<file path="config.mk">
export PLATFORM = sky130hd
export DESIGN_NAME = tx_conv_encoder
export DESIGN_NICKNAME = d
export VERILOG_FILES = /design/src/rtl/tx_conv_encoder.sv
export SDC_FILE = /design/constraint.sdc
export NUM_CORES = 1
export LEC_CHECK = 0
export CAP_MARGIN = 20
export CORE_ASPECT_RATIO = 1.1
export CORE_MARGIN = 1
export CORE_UTILIZATION = 57
export DETAILED_ROUTE_END_ITERATION = 12
export GPL_ROUTABILITY_DRIVEN = 0
export PLACE_DENSITY = 0.91
export SLEW_MARGIN = 20
export SYNTH_ARGS = -nofsm -noshare
export SYNTH_HDL_FRONTEND = slang
export SYNTH_SLANG_ARGS = --single-unit
</file>
<file path="constraint.sdc">
create_clock -name iClk -period 3.7 [get_ports iClk]
set_input_delay 0.555 -clock iClk [delete_from_list [all_inputs] [get_ports iClk]]
set_output_delay 0.555 -clock iClk [all_outputs]
set_load 0.01 [all_outputs]
</file>
<file path="src/rtl/tx_conv_encoder.sv">
// tx_conv_encoder
//   802.11a transmit convolutional encoder, K=7, mother rate 1/2, with puncturing to
//   2/3 and 3/4. Consumes the serial scrambled stream one bit at a time and emits one
//   coded bit per cycle toward the interleaver.
//
//   Optional feature: define CONVENC_TAIL_EN to have the encoder append the six zero
//   tail bits itself (TAIL state) after iLast is accepted. Without it, the upstream
//   source must supply the tail zeros.
//
// Parameters
//   G0      generator for output A (bit 6 taps the current input, bit 0 the oldest state)
//   G1      generator for output B (same tap ordering)
// Ports
//   iClk    in   clock, rising edge
//   iRst    in   asynchronous active-low reset
//   iStart  in   1-cycle pulse in IDLE: latch iRate, clear encoder state, enter RUN
//   iRate   in   [3:0] 802.11a RATE field, decoded on iStart
//   iValid  in   input bit valid
//   iData   in   scrambled input bit
//   iLast   in   final input bit of the frame, qualified by iValid & oReady
//   oReady  out  input accepted when iValid & oReady
//   oData   out  coded (punctured) bit
//   oValid  out  oData valid
//   oBusy   out  high from iStart through the oDone cycle
//   oDone   out  1-cycle pulse coincident with the last oValid bit of the frame
module tx_conv_encoder #(
  parameter logic [6:0] G0 = 7'o133,
  parameter logic [6:0] G1 = 7'o171
) (
  input  logic       iClk,
  input  logic       iRst,
  input  logic       iStart,
  input  logic [3:0] iRate,
  input  logic       iValid,
  input  logic       iData,
  input  logic       iLast,
  output logic       oReady,
  output logic       oData,
  output logic       oValid,
  output logic       oBusy,
  output logic       oDone
);

  typedef enum logic [1:0] {StIdle, StRun, StTail, StDrain} state_e;
  typedef enum logic [1:0] {Rate12, Rate23, Rate34} rate_e;

  function automatic rate_e decode_rate(input logic [3:0] code);
    rate_e r;
    case (code)
      4'b0001:                            r = Rate23;
      4'b1111, 4'b0111, 4'b1011, 4'b0011: r = Rate34;
      default:                            r = Rate12;
    endcase
    return r;
  endfunction

  state_e     state_q, state_d;
  rate_e      rate_q, rate_d;
  logic [5:0] sreg_q, sreg_d;    // sreg_q[5] is the most recent input bit
  logic [1:0] phase_q, phase_d;
  logic [1:0] cnt_q, cnt_d;      // output queue occupancy, 0..2
  logic [1:0] fifo_q, fifo_d;    // fifo_q[0] is the queue head
  logic       data_q, data_d;
  logic       valid_q, valid_d;
  logic       busy_q, busy_d;
  logic       done_q, done_d;
`ifdef CONVENC_TAIL_EN
  logic [2:0] tail_cnt_q, tail_cnt_d;
`endif

  logic       accept, tail_step, enc_en, enc_bit, pop;
  logic       bit_a, bit_b, push_b0, push_b1;
  logic [1:0] push_n, last_phase;
  logic [6:0] enc_vec;

  // Ready depends only on registered state, so upstream sees no combinational path.
  assign oReady = (state_q == StRun) && (cnt_q <= 2'd1);
  assign accept = oReady && iValid;

`ifdef CONVENC_TAIL_EN
  // Tail bits are throttled by the same queue-space rule as real input bits.
  assign tail_step = (state_q == StTail) && (cnt_q <= 2'd1);
`else
  assign tail_step = 1'b0;
`endif

  assign enc_en  = accept || tail_step;
  assign enc_bit = accept && iData;
  assign enc_vec = {enc_bit, sreg_q};
  assign bit_a   = ^(enc_vec & G0);
  assign bit_b   = ^(enc_vec & G1);
  assign pop     = (cnt_q != 2'd0);

  // Puncturing: which coded bits enter the queue for the current phase.
  always_comb begin
    push_n     = 2'd2;
    push_b0    = bit_a;
    push_b1    = bit_b;
    last_phase = 2'd0;
    case (rate_q)
      Rate23: begin
        last_phase = 2'd1;
        if (phase_q != 2'd0) push_n = 2'd1;
      end
      Rate34: begin
        last_phase = 2'd2;
        if (phase_q == 2'd1) begin
          push_n = 2'd1;
        end else if (phase_q == 2'd2) begin
          push_n  = 2'd1;
          push_b0 = bit_b;
        end
      end
      default: ;
    endcase
    if (!enc_en) push_n = 2'd0;
  end

  always_comb begin
    logic [1:0] base_fifo;
    logic [1:0] base_cnt;

    state_d = state_q;
    rate_d  = rate_q;
    sreg_d  = sreg_q;
    phase_d = phase_q;
    done_d  = 1'b0;
`ifdef CONVENC_TAIL_EN
    tail_cnt_d = tail_cnt_q;
`endif

    // Output register takes the queue head every cycle the queue is non-empty.
    valid_d = pop;
    data_d  = pop && fifo_q[0];

    // Pop first, then append; pushes only happen with cnt_q <= 1, so a 2-bit push
    // always lands on an empty post-pop queue.
    if (pop) begin
      base_fifo = {1'b0, fifo_q[1]};
      base_cnt  = cnt_q - 2'd1;
    end else begin
      base_fifo = fifo_q;
      base_cnt  = cnt_q;
    end
    fifo_d = base_fifo;
    cnt_d  = base_cnt + push_n;
    if (push_n == 2'd2) begin
      fifo_d = {push_b1, push_b0};
    end else if (push_n == 2'd1) begin
      fifo_d[base_cnt[0]] = push_b0;
    end

    if (enc_en) begin
      sreg_d  = {enc_bit, sreg_q[5:1]};
      phase_d = (phase_q == last_phase) ? 2'd0 : phase_q + 2'd1;
    end

    case (state_q)
      StIdle: begin
        if (iStart) begin
          state_d = StRun;
          rate_d  = decode_rate(iRate);
          sreg_d  = '0;
          phase_d = '0;
          cnt_d   = '0;
          fifo_d  = '0;
        end
      end
      StRun: begin
        if (accept && iLast) begin
`ifdef CONVENC_TAIL_EN
          state_d    = StTail;
          tail_cnt_d = '0;
`else
          state_d = StDrain;
`endif
        end
      end
`ifdef CONVENC_TAIL_EN
      StTail: begin
        if (tail_step) begin
          tail_cnt_d = tail_cnt_q + 3'd1;
          if (tail_cnt_q == 3'd5) state_d = StDrain;
        end
      end
`endif
      StDrain: begin
        // The bit popped now is the last one; oDone rises with it.
        if (cnt_q == 2'd1) begin
          done_d  = 1'b1;
          state_d = StIdle;
        end else if (cnt_q == 2'd0) begin
          state_d = StIdle;
        end
      end
      default: state_d = StIdle;
    endcase

    busy_d = (state_d != StIdle) || done_d;
  end

  always_ff @(posedge iClk or negedge iRst) begin
    if (!iRst) begin
      state_q    <= StIdle;
      rate_q     <= Rate12;
      sreg_q     <= '0;
      phase_q    <= '0;
      cnt_q      <= '0;
      fifo_q     <= '0;
      data_q     <= 1'b0;
      valid_q    <= 1'b0;
      busy_q     <= 1'b0;
      done_q     <= 1'b0;
`ifdef CONVENC_TAIL_EN
      tail_cnt_q <= '0;
`endif
    end else begin
      state_q    <= state_d;
      rate_q     <= rate_d;
      sreg_q     <= sreg_d;
      phase_q    <= phase_d;
      cnt_q      <= cnt_d;
      fifo_q     <= fifo_d;
      data_q     <= data_d;
      valid_q    <= valid_d;
      busy_q     <= busy_d;
      done_q     <= done_d;
`ifdef CONVENC_TAIL_EN
      tail_cnt_q <= tail_cnt_d;
`endif
    end
  end

  assign oData  = data_q;
  assign oValid = valid_q;
  assign oBusy  = busy_q;
  assign oDone  = done_q;

endmodule
</file>
==> results.cfg, run 1 <==
[status]
status = finished, final reports clean

[sta]
min_period_over_period_pct = 60.7
rsz0062_at_grt = false
drv_slew = 0
fin_tns_setup_ns = 0
slew_headroom_pct = 42.5
worst_pin_slew_ns = 0.860
layout_min_cycle_time_ns = 2.24
hold_violations = 0
hold_ws_ns = 0.524
setup_viol = 0
clock-skew-final_ns = 0.00423
fmax_ghz = 0.446

[routing]
num_vias = 881
wl_per_cell_um = 13.4
drc = 0
viasPerCell = 5.54
drtIter0Drc = 21
drt_wl_total_um = 2130
ant_nets = 0
firstDrtPassIters = 4

[global_routing]
grt_pass1_wl_um = 3570
grt_max_degree = 21
grt_util_all_layers_pct = 22.2
antenna_found_initial = 0
globalRouteOverflowTotal = 0
grt_pass1_vias = 869

[job]
drv_cap = 0

[cts]
cts-hold-fix-buffers = 0
cts_tree = yes
cts_sinks = 20
cts_root_buf = clkbuf_4
clkLatencyLatePin_ns = 0.30
clock_path_buffers = 2
cts_resized = 0
cts_setup_buffers = 0
numCtsBuffers = 3
clkTransAtPathRegs_ns = 0.10
h-tree-depth = 1

[yosys]
ys_types = 34
syn-mean-instance-area_um2 = 9.74
netlist_area_um2 = 1140
yosys_register_bits = 20
synthFlopType = dfrtp_1
syn_nets = 133
ys_top_cells_by_area = dfrtp_1, ha_1, nand2_1, a21oi_1, o21ai_0
synth.largest_area_cell = dfrtp_1
yosysWarnings = 0
yosysSeqAreaShare_pct = 43.9
synth_top_area_share_pct = 43.9
synth_cells = 117
synth_edf_count = 0
synthArstFlopShare_pct = 100

[cells_and_area]
finalNonFillerCells = 159
mostFrequentLayoutCells = dfrtp_1, nand2_1, clkdlybuf4s50_1
nets = 149
drive_above_1_share_pct = 11.4
diodes = 0
final_common_cell = dfrtp_1
syn_to_final_growth_pct = 16.8

[setup_path]
crit_slowest_cell = clkdlybuf4s50_1
path_buf_inv = 1
crit_path_frequent_cell = and2b_1
start_kind = register
cp-end-kind = output pin
crit_chain = and2b_1, and2b_1, clkdlybuf4s50_1
path_delay_family = buffers and inverters
worstSetupPathType = register to output pin
crit_required_ns = 3.14
worst_path_largest_cell_delay_ns = 0.52
worstPathArrival_ns = 1.69
crit_fanout = 8

[floorplanning]
die_area_um2 = 2180
initial_core_util_pct = 62.6
ioPinCount = 15
die_width_um = 44.6
die_h_um = 48.9
rows = 16
core_area_um2 = 1820

[power_and_ir_drop]
ir_drop_mv = 0.580
p_per_area_nw_per_um2 = 826
p_leak_nw = 0.592

[placed_design]
portBuffers = 14
dp_hpwl_um = 1630
placedCellCount = 155

[hold_path]
hold_class = register to register
## stage by stage
| step | setup slack, ns | cell area (µm²) | power, mW | utilization [%] |
|---|---|---|---|---|
| floorplan | 1.79 | 1140 | 0.828 | - |
| global placement | 1.48 | 1290 | 0.942 | 71.1 |
| detailed placement | 1.37 | 1290 | 0.980 | 71.1 |
| CTS | 1.45 | 1330 | 1.10 | 73.1 |
| global route | 1.36 | 1330 | 1.19 | 73.1 |
| finish | 1.46 | 1330 | 1.10 | 73.1 |
## worst reg2reg max path: stages, from the launching register on
cell and delay [ns]:
dfrtp_1 0.45, inv_1 0.11, ha_1 0.36, and2_4 0.16, a21oi_1 0.18, nor3_1 0.08, ha_1 0.21, xnor2_1 0.14
or3_1 0.31, a21oi_1 0.15
## state kept, by name, indices dropped and copies added (netlist names)
register,flops
oDone,1
sreg_q,6
oData,1
state_q,2
phase_q,2
fifo_q,2
rate_q,2
oValid,1
oBusy,1
cnt_q,2
## synth_stat cells (2+ instances only)
master / number
a21oi_1: 13
a221oi_1: 2
and2b_1: 2
and3_1: 2
buf_2: 3
dfrtp_1: 20
ha_1: 6
inv_1: 7
mux2i_1: 2
nand2_1: 18
nor2_1: 4
nor2b_1: 4
o21ai_0: 7
or3_1: 2
xnor2_1: 4
xnor2_2: 2
xor2_1: 2
## routing by layer
layer  up-vias  global-route usage [%]  part of all wire [%]
li1        426                       -                     -
met1       422                    24.6                    41
met2        27                    36.5                    52
met3         6                    7.04                   4.5
met4         0                    12.1                   2.3
met5         -                       0                     0
## layout make-up
class / count / area (µm²)
multi-input combinational: 86 / 587
sequential: 20 / 500
fill: 125 / 490
timing repair buffer: 15 / 148
clock buffer: 4 / 36.3
tap: 27 / 33.8
inverter: 7 / 26.3
## kinds of logic (layout without fill, tap and decap cells)
group	Yosys count	in the layout	synth area share [%]
AO/OA/AOI/OAI	27	27	13.9
XOR/XNOR	8	8	7.46
adder cells (fa/ha/maj)	6	6	6.59
buffers and inverters	11	26	4.61
flip-flops	20	20	43.9
multiplexers	2	2	1.76
AND/OR/NAND/NOR	43	43	21.7
## report_power, final
group / internal (mW) / switching (mW)
Clock: 0.0600 / 0.0608
Combinational: 0.287 / 0.303
Sequential: 0.309 / 0.0790
Total: 0.656 / 0.443
## final timing paths
path	from	end	slack (ns)	cells after the start
setup / recovery	cnt_q[1]$_DFF_PN0_	oReady	1.46	3
hold / removal	fifo_q[0]$_DFF_PN0_	oData$_DFF_PN0_	0.52	1
setup reg to reg	phase_q[0]$_DFF_PN0_	cnt_q[1]$_DFF_PN0_	1.50	9
hold reg to reg	fifo_q[0]$_DFF_PN0_	oData$_DFF_PN0_	0.52	1
max in group asynchronous	iRst	cnt_q[1]$_DFF_PN0_	2.43	1
min in group asynchronous	iRst	phase_q[1]$_DFF_PN0_	0.74	1
No activity file was read; power rests on OpenSTA's default activity.
==> run 2, diff against run 1 <==
- CORE_UTILIZATION: 57 -> 48
- PLACE_DENSITY: 0.91 -> 0.83
- clock period: 3.7 -> 1.85 ns (I/O delays scaled with it)
==> run 2 against run 1 <==
Against the previous run:
- the run now ends with setup timing left
- register-to-register slack lost 1.5 ns
- sequential share of layout area shrank 4.6 points
- cell area grew 14%
- first-iteration DRC count shrank 9.5%
- non-clock buffer count grew 17
- count of clock-buffer cells in the layout shrank 1
- worst hold slack lost 0.24 ns
- worst setup slack lost 1.5 ns
==> results.cfg, run 2 (synthesis results as in run 1) <==
[sta]
fmax_ghz = 0.532
drv_slew = 0
rsz0062_at_grt = true
layout_min_cycle_time_ns = 1.88
clock-skew-final_ns = 0.00149
setup_viol = 1
fin_tns_setup_ns = -0.0297
slew_headroom_pct = 80.8
worst_pin_slew_ns = 0.289
hold_violations = 0
setup_ws_ns = -0.0297
min_period_over_period_pct = 102

[routing]
wl_per_cell_um = 13.4
firstDrtPassIters = 5
drtIter0Drc = 19
ant_nets = 0
num_vias = 979
drt_wl_total_um = 2400
viasPerCell = 5.47
drc = 0

[global_routing]
grt_pass1_vias = 911
grt_pass1_wl_um = 3990
antenna_found_initial = 0
grt_max_degree = 21
globalRouteOverflowTotal = 0
grt_util_all_layers_pct = 20.6

[cts]
clkTransAtPathRegs_ns = 0.11
cts_root_buf = clkbuf_4
numCtsBuffers = 3
cts_sinks = 20
clock_path_buffers = 2
cts-hold-fix-buffers = 0
cts_tree = yes
clkLatencyLatePin_ns = 0.31
h-tree-depth = 1

[cells_and_area]
syn_to_final_growth_pct = 33.0
stdcell_area_um2 = 1520
largest_reg_flops = 6
finalNonFillerCells = 179
final_common_cell = dfrtp_1
nets = 166
diodes = 0
mostFrequentLayoutCells = dfrtp_1, nand2_1, buf_4
drive_above_1_share_pct = 26.2
top_register = sreg_q

[setup_path]
worstSetupPathType = register to register
start_kind = register
crit_required_ns = 2.10
crit_fanout = 2
worstPathArrival_ns = 2.13
reg2reg_slack_ns = -0.03
cp-end-kind = register
reg2regPathDepth = 9

[placed_design]
portBuffers = 14
placedCellCount = 171
dpl_cell_area_um2 = 1410
dp_hpwl_um = 1750

[power_and_ir_drop]
clockPowerShare_pct = 13.4
p_per_area_nw_per_um2 = 1770
p_sw_share_pct = 37.2
power_mw = 2.69
p_seq_share_pct = 27.8
p_int_mw = 1.69
p_leak_nw = 0.691
ir_drop_mv = 1.04
p_switching_mw = 1.00
combPwrFrac_pct = 58.8

[hold_path]
hold_class = input port to async pin

[floorplanning]
initial_core_util_pct = 50.6
core_area_um2 = 2250
die_width_um = 48.5
die_area_um2 = 2570
ioPinCount = 15
die_h_um = 53.1
rows = 18

[status]
failed_checks = setup timing
status = complete, but fails checks

[job]
drv_cap = 0
-- run 2: metrics by stage --
stage / util (%) / setup WS (ns) / hold WS, ns
global route: 67.3 / -0.147 / 0.301
global placement: 62.6 / -0.0106 / 0.483
CTS: 65.6 / 0.0106 / 0.290
floorplan: - / 0.00961 / -0.0181
finish: 67.3 / -0.0297 / 0.287
detailed placement: 62.6 / -0.0614 / 0.504
-- run 2: cell type report --
class / instances / area, µm²
Clock buffer: 3 / 22.5
Clock inverter: 1 / 30.0
Fill cell: 177 / 736
Inverter: 7 / 26.3
Multi-Input combinational cell: 86 / 618
Sequential cell: 20 / 500
Tap cell: 30 / 37.5
Timing Repair Buffer: 32 / 282
-- run 2: metal layers --
layer	GRT usage (%)	part of all wire (%)	wire [µm]
met1	23.8	42	1010
met2	37.3	51	1230
met3	2.87	3.0	72
met4	11.3	3.3	80
met5	0	0	0
-- run 2: repair_timing --
action	4_1_cts	5_1_grt
endpoints found under the setup margin	3	3
resized for setup	1	7
endpoints found under the hold margin	0	0
buffers inserted	2	2
pin swaps	1	3
-- run 2: power groups by stage --
stage	registers, mW	logic, mW	clock network (mW)
after floorplan	0.757	0.927	0
after global placement	0.744	1.36	0
after detailed placement	0.760	1.42	0
after CTS	0.741	1.48	0.372
after global routing	0.769	1.73	0.387
final	0.748	1.58	0.360
-- run 2: worst paths after layout --
kind / startpoint / end
min in group iClk: fifo_q[0]$_DFF_PN0_ / oData$_DFF_PN0_
max in group asynchronous: iRst / sreg_q[4]$_DFF_PN0_
worst max-delay path: phase_q[1]$_DFF_PN0_ / cnt_q[1]$_DFF_PN0_
worst max register to register: phase_q[1]$_DFF_PN0_ / cnt_q[1]$_DFF_PN0_
worst min register to register: fifo_q[0]$_DFF_PN0_ / oData$_DFF_PN0_
worst min-delay path: iRst / oValid$_DFF_PN0_
-- run 2: worst max-delay path, cell delays in order (launching register included) --
cell,delay (ns)
dfrtp_1,0.41
inv_2,0.07
ha_4,0.27
and2_4,0.14
a21oi_1,0.04
nor3_1,0.17
ha_1,0.20
xnor2_1,0.08
or3_1,0.33
a21oi_2,0.12
==> run 3, diff against run 2 <==
- CTS_CLUSTER_DIAMETER: unset -> 40
- SLEW_MARGIN: 20 -> unset
==> results of run 3 <==
Final layout, timing and power as in run 2 (identical DEF).
